$ cat src/rtl/tx_pause_gate.sv
// Holds MAC TX idle for the inter-frame gap and for flow-control pause.
// Frames pass through combinationally; pause only takes effect between frames.
module tx_pause_gate #(
  parameter int IFG_CYCLES = 12
) (
  input  logic        rst,
  input  logic        tx_clk,
  input  logic [7:0]  in_data,
  input  logic        in_valid,
  input  logic        in_last,
  output logic        in_ready,
  output logic [7:0]  out_data,
  output logic        out_valid,
  output logic        out_last,
  input  logic        out_ready,
  input  logic        pause_apply,
  output logic        paused,
  output logic [15:0] pause_count
);

  // state    | meaning
  // S_IDLE   | between frames, waiting for client data or pause request
  // S_XFER   | frame in progress, client bytes pass straight to the MAC
  // S_IFG    | inter-frame gap countdown after a frame's last beat
  // S_PAUSED | TX held idle by flow control
  typedef enum logic [1:0] {
    S_IDLE   = 2'd0,
    S_XFER   = 2'd1,
    S_IFG    = 2'd2,
    S_PAUSED = 2'd3
  } state_t;

  localparam logic [7:0]  IFG_LOAD = 8'(IFG_CYCLES - 1);
  localparam logic [15:0] CNT_MAX  = 16'hFFFF;

  state_t      state_q, state_d;
  logic [7:0]  ifg_cnt_q, ifg_cnt_d;
  logic        paused_q;
  logic [15:0] pause_count_q, pause_count_d;

  logic xfer;
  logic last_beat;

  assign xfer      = (state_q == S_XFER);
  assign last_beat = xfer && in_valid && out_ready && in_last;

  always_comb begin
    state_d   = state_q;
    ifg_cnt_d = ifg_cnt_q;
    unique case (state_q)
      S_IDLE: begin
        if (pause_apply)   state_d = S_PAUSED;
        else if (in_valid) state_d = S_XFER;
      end
      S_XFER: begin
        if (last_beat) begin
          state_d   = S_IFG;
          ifg_cnt_d = IFG_LOAD;
        end
      end
      S_IFG: begin
        if (ifg_cnt_q == 8'd0) state_d = pause_apply ? S_PAUSED : S_IDLE;
        else                   ifg_cnt_d = ifg_cnt_q - 8'd1;
      end
      S_PAUSED: begin
        if (!pause_apply) state_d = S_IDLE;
      end
      default: state_d = S_IDLE;
    endcase
  end

  // Count entries into PAUSED only, saturating so software never sees a wrap.
  always_comb begin
    pause_count_d = pause_count_q;
    if ((state_d == S_PAUSED) && (state_q != S_PAUSED) && (pause_count_q != CNT_MAX))
      pause_count_d = pause_count_q + 16'd1;
  end

  always_ff @(posedge tx_clk or posedge rst) begin
    if (rst) begin
      state_q       <= S_IDLE;
      ifg_cnt_q     <= 8'd0;
      paused_q      <= 1'b0;
      pause_count_q <= 16'd0;
    end else begin
      state_q       <= state_d;
      ifg_cnt_q     <= ifg_cnt_d;
      paused_q      <= (state_d == S_PAUSED);
      pause_count_q <= pause_count_d;
    end
  end

  // Data is zeroed outside a frame so the MAC bus never floats at X.
  assign in_ready    = xfer & out_ready;
  assign out_valid   = xfer & in_valid;
  assign out_last    = xfer & in_last;
  assign out_data    = xfer ? in_data : 8'h00;
  assign paused      = paused_q;
  assign pause_count = pause_count_q;

endmodule

$ cat config.mk
export PLATFORM = sky130hd
export DESIGN_NAME = tx_pause_gate
export DESIGN_NICKNAME = d
export VERILOG_FILES = /design/src/rtl/tx_pause_gate.sv
export SDC_FILE = /design/constraint.sdc
export NUM_CORES = 1
export LEC_CHECK = 0
export CAP_MARGIN = 20
export CORE_UTILIZATION = 40
export CTS_CLUSTER_DIAMETER = 200
export CTS_CLUSTER_SIZE = 24
export DETAILED_ROUTE_END_ITERATION = 16
export PLACE_DENSITY_LB_ADDON = 0.15
export SYNTH_ARGS = -nofsm -noshare
export SYNTH_HDL_FRONTEND = slang
export SYNTH_SLANG_ARGS = --single-unit
$ cat constraint.sdc
create_clock -name tx_clk -period 2.55 [get_ports tx_clk]
set_input_delay 0.51 -clock tx_clk [delete_from_list [all_inputs] [get_ports tx_clk]]
set_output_delay 0.51 -clock tx_clk [all_outputs]
set_load 0.03 [all_outputs]
After elaboration in Yosys (flattened, before gate mapping)
Cells that the tools add are included.
{"block": "totals", "reg_bits": 27, "latchBits": 0, "ramBits": 0, "rom_bits": 0, "output_inout_bits": 28, "word_cells": 37, "n_memories": 0}
{"block": "classes", "add_sub_neg": 2, "n_mul": 0, "n_div": 0, "n_lt_le_gt_ge": 0, "eq_ne": 8, "n_shift": 0, "n_mux": 11, "bitwise_logic": 3, "n_reduce_logical": 9}
{"operator": "two-way mux 8 bit", "n": 3}
{"operator": "adder 16 x 1 -> 16 bit, second input constant", "n": 1}
{"operator": "!= test 16 bit, second input constant", "n": 1}
{"operator": "one-hot mux 8 bit (2 select lines)", "n": 1}
{"operator": "two-way mux 2 bit", "n": 6}
{"operator": "logical NOT 8 bit", "n": 1}
{"operator": "one-hot mux 2 bit (4 select lines)", "n": 1}
{"operator": "subtractor 8 x 1 -> 8 bit, second input constant", "n": 1}
{"operator": "== test 2 bit, second input constant", "n": 3}
{"operator": "logical AND 1 bit", "n": 5}
{"operator": "!= test 2 bit, second input constant", "n": 2}
{"operator": "AND 1 bit", "n": 3}
{"operator": "AND reduction 3 bit", "n": 1}
{"operator": "== test 2 x 1 -> 1 bit, second input constant", "n": 1}
{"operator": "logical NOT 2 bit", "n": 1}
{"operator": "!= test 2 x 1 -> 1 bit, second input constant", "n": 1}
{"operator": "nonzero test 2 bit", "n": 1}

Logic depth before layout (Yosys ltp)
{"block": "depth", "ltp_word": 9, "ltp_mapped": 9}

Worst setup path before layout
OpenSTA, ideal clock, no wires.
{"block": "synth_path", "path_kind": "register to register", "from": "reg pause_count_q[0] (netlist: pause_count[0])", "to": "reg pause_count_q[1] (netlist: pause_count[1])", "setup_ns": 0.128, "arrival_time_ns": 2.012, "t_required_ns": 2.422, "setup_slack_ns": 0.410, "path_stages_with_launch": 8, "synth_period_minus_slack_ns": 2.140, "cell_sequence": "dfrtp_1 > ha_1 > and3_1 > and3_1 > a31oi_1 > nand3_2 > buf_4 > mux2_1"}
{"block": "synth_between", "elab_chain_len": 2, "elab_cells_between_ends": 3}
{"item": "start: declaration", "line": "39", "source": "logic [15:0] pause_count_q, pause_count_d;"}
{"item": "start signal: assignment", "line": "89", "source": "pause_count_q <= pause_count_d;"}
{"item": "parallel branches: the longest is 2 deep, another holds adder 16 x 1 -> 16 bit"}
Several ways; the timed one is not identified.
A chain may end at the register's enable or synchronous reset.

Worst setup path in the final report
{"block": "layout_path", "from": "reg pause_count_q[0] (netlist: pause_count[0])", "to": "reg pause_count_q[9] (netlist: pause_count[9])"}
The elaborated chain is that of the path after synthesis.

==> results <==
- The flow ran to the end, and the final reports show no timing, DRC or antenna violations.
- Among all stages on the critical path, the largest delay is contributed by sky130_fd_sc_hd__dfrtp_1.
- The clock tree buffer depth is 2.
- Walking the worst path, the cells encountered are ha_1 > and3_1 > and3_1 > a31oi_1 > nand3_4 > nor4_2 > xor2_1.
- The length of routed wiring on met1 is 1630 um.
- The cell leakage power is 1.16 nW.
- The number of distinct library cells after synthesis is 45.
- The number of vias per cell after detailed routing is 5.15.
- The worst path uses 89.5% of the clock period.
- The total cell area at the placement stage is 2090 sq um.
- The worst-skew pair later-pin latency is 0.27 ns.
- The clock tree from TritonCTS is yes.
- For this configuration, the core starts out at a cell density of 43.2%.
- The worst hold path begins at pause_count[9]$_DFFE_PP0P_.
- For the worst setup path, the data arrival time is 2.48 ns.
- Among all flip-flop cells after synthesis, the most frequent one is sky130_fd_sc_hd__dfrtp_1.
- The post-placement cell count is 251.
- The number of instances on the worst hold path is 1.
- In this design, the critical path's most frequently occurring cell is sky130_fd_sc_hd__and3_1.
- The final count of pins violating max slew is 0.
- In this run the post-CTS setup repair buffer count came out at 0.
- In this run the power spent charging and discharging nets is 0.000881 W.
- The synthesized cell area is 1640 sq um.
- The classification of the worst setup path is reg -> reg.
- Once layout is complete, the utilization of the core stands at 57.2%.
- The peak per-stage delay on the critical path is 0.44 ns.
- In this run the vertical extent of the chip is 66.0 um.
- For the finished layout, the period the worst path requires is 2.28 ns.
- In the post-route analysis, the smallest setup slack over all paths is 0.269 ns.
- The sequential group share of total power is 32.0%.
- The post-detailed-route count of antenna-violating nets is 0.
- Setup repair after global routing left no endpoint under its margin.
- The worst max-slew margin expressed relative to the limit is 64.0%.
- Yosys mapped a number of flops with a built-in enable equal to 0.
- For this run, design rule violations remaining after detail routing come to 0.
- The setup TNS after final layout is 0 ns.
- STA puts the critical path data required time at 2.75 ns.
- After the first detailed-routing iteration, the DRC count stood at 59.
- Global routing used 17.6% of the available tracks across all layers.
- The worst setup path is captured at a flip-flop.
- After synthesis, flip-flops and latches occupy 41.2% of the total area.
- The estimated wirelength of the detail-placed design is 2600 um.
- The worst register-to-register path begins at pause_count[0]$_DFFE_PP0P_.
- After clock tree synthesis, the clock-pin slew on the worst setup and hold paths is 0.09 ns.
- The maximum resistive drop on vdd is 0.000637 V.
- Measured in cells, the most critical reg-to-reg path has a length of 7.
- The proportion of total power due to net switching is 46.0%.
- In the final routed layout, each cell accounts on average for 13.5 um.
- The count of max-cap constraint violations is 0.
- Wire segments on met2 add up to 1610 um in the final route.
- The first detailed-routing pass ran for 4 iterations.
- 42 I/O pins were placed.
- The clock tree root buffer cell is sky130_fd_sc_hd__clkbuf_8.
- The overall die width is 66.0 um.
- The share of total power dissipated in the clock network is 12.9%.
- During placement, the flow inserted port buffers numbering 41.
- The count of final hold-check violations came to 0.
- A synthesized cell averages 9.94 sq um.
- Summed over all layers, the global routing overflow is 0.
- After detailed routing, the met3 layer carries 169 um of wire.
- After floorplanning, the core was divided into 22 placement rows.
- STA classifies the critical path startpoint as a flip-flop.
- The initial antenna violation count came to 0.
- The highest net fanout along the worst path is 12.
- The number of synthesis warnings is 0.
- The share of total power in combinational logic is 55.2%.
- For flop-to-flop paths, the worst setup slack is 0.27 ns.
- The cell-internal power is 0.00104 W.
- The via count of the routed design is 1314.
- For this run, the post-layout net count is 229.
- The number of clock sinks is 27.
- Routability-driven placement finished with a final weighted congestion of 0.816.
- The number of diodes added for antenna fixing is 0.
- Signal routing reaches up to met4.
- The via count of the first global-routing pass came to 1321.
- Power spread over the standard cell area amounts to 881 nW/um^2.
- The share of layout cells above drive strength 1 is 10.1%.
- The fraction of registers with async set or reset after synthesis is 100%.
- The cell count after synthesis came out at 165.
- The worst reg2reg path endpoint is pause_count[9]$_DFFE_PP0P_.
- The largest net degree at the start of global routing is 28.
- The number of synthesized register bits is 27.
- The region available for standard cell placement spans 3800 sq um.
- The final-report setup violation count is 0.
- Between clock sinks in the finished design, the worst skew comes to 0.00167 ns.
- The type of the most critical hold path is reg -> reg.
- The sum of routed wire length over all layers is 3430 um.
- The final cell count without fillers is 255.
- The number of buffers created by CTS is 3.
- The highest achievable clock rate is 438 MHz.
- The cell area after layout is 2170 sq um.
- CTS built an H-tree with a depth of 1.
- The worst-margin pin slew is 0.534 ns.
- The global-route wire length before repair is 5880 um.
- The die footprint is 4360 sq um.
- Before CTS, the worst setup slack after placement is 0.0319 ns.
- The net count after synthesis is 186.
- The worst-case hold path end point is pause_count[9]$_DFFE_PP0P_.
- Compared with the post-synthesis result, the final layout area differs by 32.6%.
area by class of cell:
class | instances | area [sq um]
Clock buffer | 3 | 41.3
Clock inverter | 1 | 5.00
Fill cell | 330 | 1620
Inverter | 11 | 41.3
Multi-Input combinational cell | 123 | 906
Sequential cell | 27 | 676
Tap cell | 48 | 60.1
Timing Repair Buffer | 42 | 445
cell families (layout without fill, tap and decap cells):
family | after synthesis | after routing | share of synthesized area (%)
simple gates | 77 | 77 | 27.5
flops | 27 | 27 | 41.2
xor+xnor | 19 | 19 | 10.1
compound gates | 17 | 17 | 9.38
buf+inv | 15 | 57 | 4.19
fa+ha+maj | 7 | 7 | 5.34
mux | 3 | 3 | 2.21
worst max path at each step:
stage | start | to | slack, ns | cells after the start
after CTS | state_q[1]$_DFF_PP0_ | out_valid | 0.03 | 5
after global placement | in_valid | pause_count[1]$_DFFE_PP0P_ | 0.11 | 6
after global routing | pause_count[0]$_DFFE_PP0P_ | pause_count[9]$_DFFE_PP0P_ | 0.04 | 7
final | pause_count[0]$_DFFE_PP0P_ | pause_count[9]$_DFFE_PP0P_ | 0.27 | 7
after floorplan | pause_count[0]$_DFFE_PP0P_ | pause_count[1]$_DFFE_PP0P_ | 0.41 | 7
after detailed placement | pause_apply | pause_count[9]$_DFFE_PP0P_ | 0.03 | 7
flip-flops by register name, summed over array words and instances (netlist names):
name         cells
ifg_cnt_q        8
pause_count     16
paused           1
state_q          2
Yosys cell counts (3+ instances only):
library cell              number  area, sq um
sky130_fd_sc_hd__nand3_1      10         50.1
sky130_fd_sc_hd__inv_1        11         41.3
sky130_fd_sc_hd__dfrtp_1      27          676
sky130_fd_sc_hd__and2_1       11         68.8
sky130_fd_sc_hd__and3_1        5         31.3
sky130_fd_sc_hd__xor2_1       16          140
sky130_fd_sc_hd__nand2_1       7         26.3
sky130_fd_sc_hd__o21ai_0       4         20.0
sky130_fd_sc_hd__nand4_1       3         18.8
sky130_fd_sc_hd__nor2_1       24         90.1
sky130_fd_sc_hd__xnor2_1       3         26.3
sky130_fd_sc_hd__ha_1          7         87.6
power groups by stage:
| stage | clock, W | combinational [W] | sequential [W] |
|---|---|---|---|
| 6_report | 0.000247 | 0.00106 | 0.000613 |
| 3_3_place_gp | 0 | 0.00101 | 0.000617 |
| 2_1_floorplan | 0 | 0.000677 | 0.000689 |
| 4_1_cts | 0.000256 | 0.00105 | 0.000614 |
| 5_1_grt | 0.000273 | 0.00114 | 0.000634 |
| 3_5_place_dp | 0 | 0.00104 | 0.000622 |
through the flow:
step,hold WS [ns],power (W)
global route,0.544,0.00205
global placement,0.492,0.00163
floorplan,0.489,0.00137
detailed placement,0.496,0.00167
CTS,0.511,0.00192
finish,0.512,0.00192
layer usage:
layer  GRT usage, %  vias to the layer above
li1               -                      649
met1           22.9                      629
met2           29.5                       34
met3           3.62                        2
met4           4.79                        0
met5              0                        -
layout by cell type (no fill, tap or decap), types with 2 or more instances in the layout:
cell and instances:
sky130_fd_sc_hd__dlymetal6s2s_1 11, sky130_fd_sc_hd__nand3b_1 2, sky130_fd_sc_hd__xnor2_1 3, sky130_fd_sc_hd__o21ai_0 4, sky130_fd_sc_hd__nand4_1 3, sky130_fd_sc_hd__a31oi_1 2, sky130_fd_sc_hd__and2_1 11, sky130_fd_sc_hd__nor3_1 2
sky130_fd_sc_hd__clkbuf_8 3, sky130_fd_sc_hd__xor2_1 16, sky130_fd_sc_hd__nand2_1 7, sky130_fd_sc_hd__inv_1 11, sky130_fd_sc_hd__dfrtp_1 27, sky130_fd_sc_hd__a21oi_1 2, sky130_fd_sc_hd__nor2_1 24, sky130_fd_sc_hd__clkdlybuf4s50_1 30
sky130_fd_sc_hd__and3_1 5, sky130_fd_sc_hd__nand3_1 10, sky130_fd_sc_hd__ha_1 6
repair_timing:
action                     in CTS  in global routing
hold buffers                    0                  0
setup endpoints to repair      11                 12
cloned                          0                  0
gates resized for setup         1                 12
pin swaps                       0                  0
worst max-delay path, delay by kind of cell, from the launching register on:
family / cells / cell delay [ns]
and+or+nand+nor: 4 / 0.95
DFF: 1 / 0.44
adders and majority gates: 1 / 0.24
AOI/OAI and AO/OA: 1 / 0.41
xor gates and xnor gates: 1 / 0.17
No activity file was read; power rests on OpenSTA's default activity.
